==> config.mk <==
export PLATFORM = sky130hd
export DESIGN_NAME = arashi_ctrl_sched
export DESIGN_NICKNAME = d
export VERILOG_FILES = /design/src/rtl/arashi_ctrl_sched.sv
export SDC_FILE = /design/constraint.sdc
export NUM_CORES = 1
export LEC_CHECK = 0
export CAP_MARGIN = 10
export CORE_UTILIZATION = 48
export CTS_BUF_LIST = sky130_fd_sc_hd__clkbuf_4 sky130_fd_sc_hd__clkbuf_8
export DETAILED_ROUTE_END_ITERATION = 12
export GPL_TIMING_DRIVEN = 0
export PLACE_DENSITY = 0.82
export REMOVE_ABC_BUFFERS = 1
export SYNTH_ARGS = -nofsm -noshare
export SYNTH_HDL_FRONTEND = slang
export SYNTH_SLANG_ARGS = --single-unit
==> constraint.sdc <==
create_clock -name clk -period 2.2 [get_ports clk]
set_input_delay 0.44 -clock clk [delete_from_list [all_inputs] [get_ports clk]]
set_output_delay 0.44 -clock clk [all_outputs]
set_load 0.02 [all_outputs]
==> src/rtl/arashi_ctrl_sched.sv <==
`default_nettype none
//------------------------------------------------------------------------------
// Module      : arashi_ctrl_sched_port
// Description : One burst port (write or read). Two requesters, round-robin
//               arbitration, one burst at a time, grant held for the burst.
// Ports       : clk, rst   - clock, async active-high reset
//               req[1:0]   - burst request per requester
//               len        - packed burst lengths, LEN_W bits per requester
//               stall      - suppresses beat issue this cycle
//               gnt[1:0]   - registered one-hot grant pulse (first burst cycle)
//               done       - last beat issuing this cycle
//               busy       - port is in BURST
//               beat       - a beat issues this cycle
//               id         - requester owning the port
// Revision    : 1.0 - initial release
//------------------------------------------------------------------------------
module arashi_ctrl_sched_port #(
  parameter int LEN_W = 4
) (
  input  logic               clk,
  input  logic               rst,
  input  logic [1:0]         req,
  input  logic [2*LEN_W-1:0] len,
  input  logic               stall,
  output logic [1:0]         gnt,
  output logic               done,
  output logic               busy,
  output logic               beat,
  output logic               id
);

  typedef enum logic {
    IDLE  = 1'b0,
    BURST = 1'b1
  } state_t;

  state_t           state;
  logic [LEN_W-1:0] cnt;
  logic             ptr;
  logic             arb;
  logic             winner;

  assign busy = (state == BURST);
  assign beat = busy & ~stall;
  assign done = beat & (cnt == '0);
  // Arbitration happens when idle or while the last beat is issuing, so a
  // new burst follows back-to-back with no idle bubble.
  assign arb  = (state == IDLE) | done;

  // Single request wins outright; contention is resolved by the rr pointer.
  always_comb begin
    winner = 1'b0;
    case (req)
      2'b01:   winner = 1'b0;
      2'b10:   winner = 1'b1;
      2'b11:   winner = ptr;
      default: winner = 1'b0;
    endcase
  end

  always_ff @(posedge clk or posedge rst) begin
    if (rst) begin
      state <= IDLE;
      cnt   <= '0;
      ptr   <= 1'b0;
      id    <= 1'b0;
      gnt   <= 2'b00;
    end else if (arb) begin
      if (|req) begin
        state <= BURST;
        id    <= winner;
        cnt   <= winner ? len[2*LEN_W-1:LEN_W] : len[LEN_W-1:0];
        ptr   <= ~winner;
        gnt   <= {winner, ~winner};
      end else begin
        state <= IDLE;
        gnt   <= 2'b00;
      end
    end else begin
      gnt <= 2'b00;
      // cnt only moves on an issued beat; stall freezes the burst.
      if (beat) begin
        cnt <= cnt - 1'b1;
      end
    end
  end

endmodule

//------------------------------------------------------------------------------
// Module      : arashi_ctrl_sched
// Description : Burst scheduler producing the 4-bit ctrl word for
//               arashi_ctrl_decoder. Independent write and read ports.
// Ports       : clk, rst                 - clock, async active-high reset
//               w_req/w_len/w_gnt/w_done/w_busy - write port
//               r_req/r_len/r_gnt/r_done/r_busy - read port
//               stall                    - suppresses beats on both ports
//               ctrl[3:0]                - {w_id, r_id, w_ena, r_ena}
// Revision    : 1.0 - initial release
//------------------------------------------------------------------------------
module arashi_ctrl_sched #(
  parameter int LEN_W = 4
) (
  input  logic               clk,
  input  logic               rst,
  input  logic [1:0]         w_req,
  input  logic [2*LEN_W-1:0] w_len,
  output logic [1:0]         w_gnt,
  output logic               w_done,
  output logic               w_busy,
  input  logic [1:0]         r_req,
  input  logic [2*LEN_W-1:0] r_len,
  output logic [1:0]         r_gnt,
  output logic               r_done,
  output logic               r_busy,
  input  logic               stall,
  output logic [3:0]         ctrl
);

  logic w_beat, w_id, r_beat, r_id;

  arashi_ctrl_sched_port #(.LEN_W(LEN_W)) u_wr (
    .clk  (clk),
    .rst  (rst),
    .req  (w_req),
    .len  (w_len),
    .stall(stall),
    .gnt  (w_gnt),
    .done (w_done),
    .busy (w_busy),
    .beat (w_beat),
    .id   (w_id)
  );

  arashi_ctrl_sched_port #(.LEN_W(LEN_W)) u_rd (
    .clk  (clk),
    .rst  (rst),
    .req  (r_req),
    .len  (r_len),
    .stall(stall),
    .gnt  (r_gnt),
    .done (r_done),
    .busy (r_busy),
    .beat (r_beat),
    .id   (r_id)
  );

  // id bits are gated by their beat so ctrl is all-zero with no beat.
  assign ctrl = {w_id & w_beat, r_id & r_beat, w_beat, r_beat};

endmodule
`default_nettype wire

# [Word-level counts from Yosys, hierarchy flattened]
# Index checks and enable logic that the tools add are counted.
[totals] regBits=18 inputBits=23 out_inout_bits=12 wordCells=57
[op_classes] n_addsub=2 n_eq_ne=6 n_mux=16 bitwise_logic=13 reduce_logical=10
[ops] operator="$mux W4" n=8
[ops] operator="$eq A2 B2 Y1 const B" n=4
[ops] operator="$logic_not A4 Y1" n=2
[ops] operator="$mux W2" n=4
[ops] operator="$reduce_and A2 Y1" n=4
[ops] operator="$sub A4 B1 Y4 const B" n=2
[ops] operator="$and A1 B1 Y1" n=6
[ops] operator="$not A1 Y1" n=5
[ops] operator="$ne A2 B2 Y1 const B" n=2
[ops] operator="$pmux W1 S2" n=2
[ops] operator="$reduce_bool A2 Y1" n=2
[ops] operator="$reduce_or A2 Y1" n=2
[ops] operator="$mux W1" n=2
[ops] operator="$or A1 B1 Y1" n=2

# [Depth between registers and ports, before layout]
[depth] word_depth=6 mapped_depth=7

# [Modules after synthesis]
# From an unflattened synthesis, not the netlist that was laid out.
[hier_totals] cells_unflattened=130 area_unflattened_um2=1183.6
[by_module_without_submodules] module="arashi_ctrl_sched_port" instances=2 cells_per_inst=63 area_each_um2=578.1
[by_module_without_submodules] module="arashi_ctrl_sched" instances=1 cells_per_inst=4 area_each_um2=27.5

# [Worst setup path after synthesis]
# Ideal clock, no wire load.
[synth_path] kind="reg-to-output" startpoint="reg u_rd.cnt[0]" endpoint="out r_done" arrival_time_ps=1555 t_required_ps=1760 path_slack_ps=205 path_stages_with_launch=6 path_buffers=1 path_cell_list="dfrtp_1 > inv_1 > ha_1 > or3b_1 > buf_2 > nor3_1"
[synth_between] elab_chain_cells=2
[synth_rtl] element="from (decl)" line="38" rtl="logic [LEN_W-1:0] cnt;"
[synth_rtl] element="from (signal assigned)" line="72" rtl="cnt <= winner ? len[2*LEN_W-1:LEN_W] : len[LEN_W-1:0];"
[synth_rtl] element="from (signal assigned)" line="83" rtl="cnt <= cnt - 1'b1;"
[synth_rtl] element="$logic_not A4 Y1" line="45" rtl="assign done = beat & (cnt == '0);"
[synth_rtl] element="$and A1 B1 Y1" line="45"
[synth_rtl] element="to (decl)" line="114" rtl="output logic r_done,"
# No other way between the ends.

# [Final worst setup path]
[layout_path] startpoint="reg u_rd.cnt[1]" endpoint="out r_done"
# Same word-level chain as after synthesis.

==> flow_summary.json <==
{
  "cts_tree": "done",
  "p_per_area_nw_per_um2": 804,
  "synth_mux_area_frac": 0,
  "timing.critical_path.buf_inv": 2,
  "holdBufCountCts": 0,
  "synthSimpleGateAreaFrac": 0.210,
  "coreArea_sq_um": 2210,
  "via_per_inst": 5.78,
  "clock_skew_ns": 0.00146,
  "min_path_type": "flip-flop to flip-flop",
  "path_class": "flip-flop to primary output",
  "clock-sinks": 18,
  "critPathRequiredTime_ns": 1.76,
  "fin_crit_ns": 2.12,
  "final_antenna_net_count": 0,
  "status": "finished, final reports clean",
  "dpl_cell_area_sq_um": 1470,
  "ys_top_cells_by_area": "dfrtp_1 (40%), ha_1 (4.4%), nor2_1 (3.7%), nand2_1 (3.3%), inv_1 (3.0%)",
  "min_from": "u_rd.id",
  "ys_warn_count": 0,
  "grt_usage": 0.237,
  "final_layout_size_suffix_gt1_frac": 0.213,
  "synthTopCellsByCount": "dfrtp_1 (18), nor2_1 (11), nand2_1 (10)",
  "grt_overflow": 0,
  "n_antenna_cell": 0,
  "nets": 197,
  "h-tree-depth": 1,
  "cap_viol_max_count": 0,
  "max_stage_delay_ns": 0.42,
  "clock_path_buffers": 2,
  "drc": 0,
  "synth-async-reset-ratio": 1.00,
  "postSynthAreaPerCell_sq_um": 9.11,
  "clk_pin_slew_ns": 0.10,
  "dp_hpwl_mm": 1.98,
  "initialDrtViolationCount": 36,
  "fin_crit_sh": 0.965,
  "synth_compound_area_frac": 0.267,
  "syn_area_sq_um": 1130,
  "wl_met2_mm": 1.49,
  "ys_ff_latch": 18,
  "gp_congestion": 0.839,
  "stdcell_area_sq_um": 1620,
  "fin_hold_ws_ns": 0.475,
  "path_cells": "inv_1 > ha_1 > or3b_4 > nor3_2 > buf_2",
  "leakage_nw": 0.724,
  "finalPower_w": 0.00130,
  "synth_top_family_by_area": "compound AO/OA/AOI/OAI gates",
  "path_max_fanout": 4,
  "synth_top_cell_area_share": 0.399,
  "wire_per_inst_microns": 14.3,
  "end_kind": "primary output",
  "synth_cell_type_count": 43,
  "insertion_delay_ns": 0.30,
  "synth_adder_area_share": 0.0443,
  "synth_ff_type": "dfrtp_1",
  "worstSetupStartpointType": "flip-flop",
  "max-vdd-ir-drop_v": 0.000699,
  "finalMaxSlewViolations": 0,
  "die_y_microns": 50.5,
  "die_w_microns": 50.5,
  "grt_first_pass_wirelength_mm": 4.49,
  "root_buffer": "clkbuf_4",
  "io_buffers": 34,
  "yosysSeqAreaShare": 0.399,
  "synth_edf_count": 0,
  "wl_met3_microns": 168,
  "max_freq_mhz": 471,
  "cts-buffers-inserted": 3,
  "drt_wl_total_mm": 2.81,
  "startpoint": "u_rd.cnt[1]",
  "wl_met1_mm": 1.12,
  "setup_tns_ns": 0,
  "cpLargestDelayFamily": "simple AND/OR/NAND/NOR gates",
  "fill_cells": 179,
  "num_vias": 1138,
  "pin_count": 35,
  "hold_viol_final": 0,
  "yosysMostFrequentCell": "dfrtp_1",
  "placementRows": 17,
  "start_util": 0.511,
  "dieArea_sq_um": 2550,
  "grt_pass1_vias": 1067,
  "critical_path_arrival_ns": 1.68,
  "top_layer": "met4",
  "setup_viol": 0,
  "r2r-start": "u_wr.cnt[0]",
  "antenna_found_initial": 0,
  "slew_headroom": 0.542,
  "synthXorXnorAreaFrac": 0.0155,
  "firstDrtPassIters": 4,
  "netlist_instances": 124,
  "areaGrowthSynthToFinish_pct": 43.0,
  "yosysTopAreaCell": "dfrtp_1",
  "slowest_stage": "or3b_4",
  "grt_max_degree": 19,
  "worst_slew_pin_slew_ns": 0.686
}
cells by family after synthesis:
kind of cell | after synthesis
compound gates | 39
xor+xnor | 2
fa+ha+maj | 4
buf+inv | 15
flops | 18
simple gates | 46
area by class of cell:
class,count,area (sq um),share of cell area
Tap cell,28,35.0,0.0217
Timing Repair Buffer,47,425,0.263
Clock buffer,4,36.3,0.0225
Sequential cell,18,453,0.280
Multi-Input combinational cell,91,632,0.391
Inverter,9,33.8,0.0209
what timing repair did:
action                     CTS  global route
gates resized for setup     19             8
pin swaps                    0             0
setup endpoints to repair    6             6
buffers inserted             3            10
cells in the final DEF (no fill, tap or decap), drive strengths merged, types with 2 or more instances in the layout:
| cell type | n |
|---|---|
| clkdlybuf4s50 | 31 |
| dfrtp | 18 |
| buf | 16 |
| nor2 | 11 |
| nand2 | 10 |
| inv | 9 |
| a21oi | 7 |
| o21ai | 7 |
| ha | 4 |
| nor3 | 4 |
| clkbuf | 4 |
| nor2b | 4 |
| o22ai | 3 |
| and3 | 3 |
| a31oi | 3 |
| and2 | 3 |
| o32ai | 3 |
| or3b | 2 |
| nand2b | 2 |
| o21a | 2 |
| nand3 | 2 |
| or3 | 2 |
| xor2 | 2 |
| a21boi | 2 |
through the flow:
stage / util / instances / setup WS (ns)
floorplan: - / 118 / 0.226
global placement: 0.663 / 180 / -0.587
detailed placement: 0.663 / 180 / -0.591
CTS: 0.691 / 187 / -0.0368
global route: 0.730 / 197 / -0.00742
finish: 0.730 / 197 / 0.0777
final timing paths:
path	endpoint	slack [ns]	cells after the start
setup / recovery	r_done	0.08	5
hold / removal	u_rd.id	0.47	1
setup reg to reg	u_wr.busy	0.35	6
hold reg to reg	u_rd.id	0.47	1
max in group asynchronous	u_wr.busy	1.18	2
min in group asynchronous	u_wr.gnt[1]	0.55	2
state kept, by name, summed over array words and instances (netlist names):
name	cells
u_rd.gnt	2
u_rd.id	1
u_wr.id	1
u_wr.busy	1
u_rd.cnt	4
u_rd.ptr	1
u_wr.gnt	2
u_wr.ptr	1
u_rd.busy	1
u_wr.cnt	4
where the power goes:
part,switching (W),internal (W)
registers,0.0000987,0.000434
logic,0.000259,0.000299
clock network,0.000108,0.000101
metal layers:
metal,vias up,track usage
li1,538,-
met1,551,0.250
met2,46,0.447
met3,3,0.0364
met4,0,0.120
met5,-,0
Note: power is estimated with default switching activity, not from simulation.
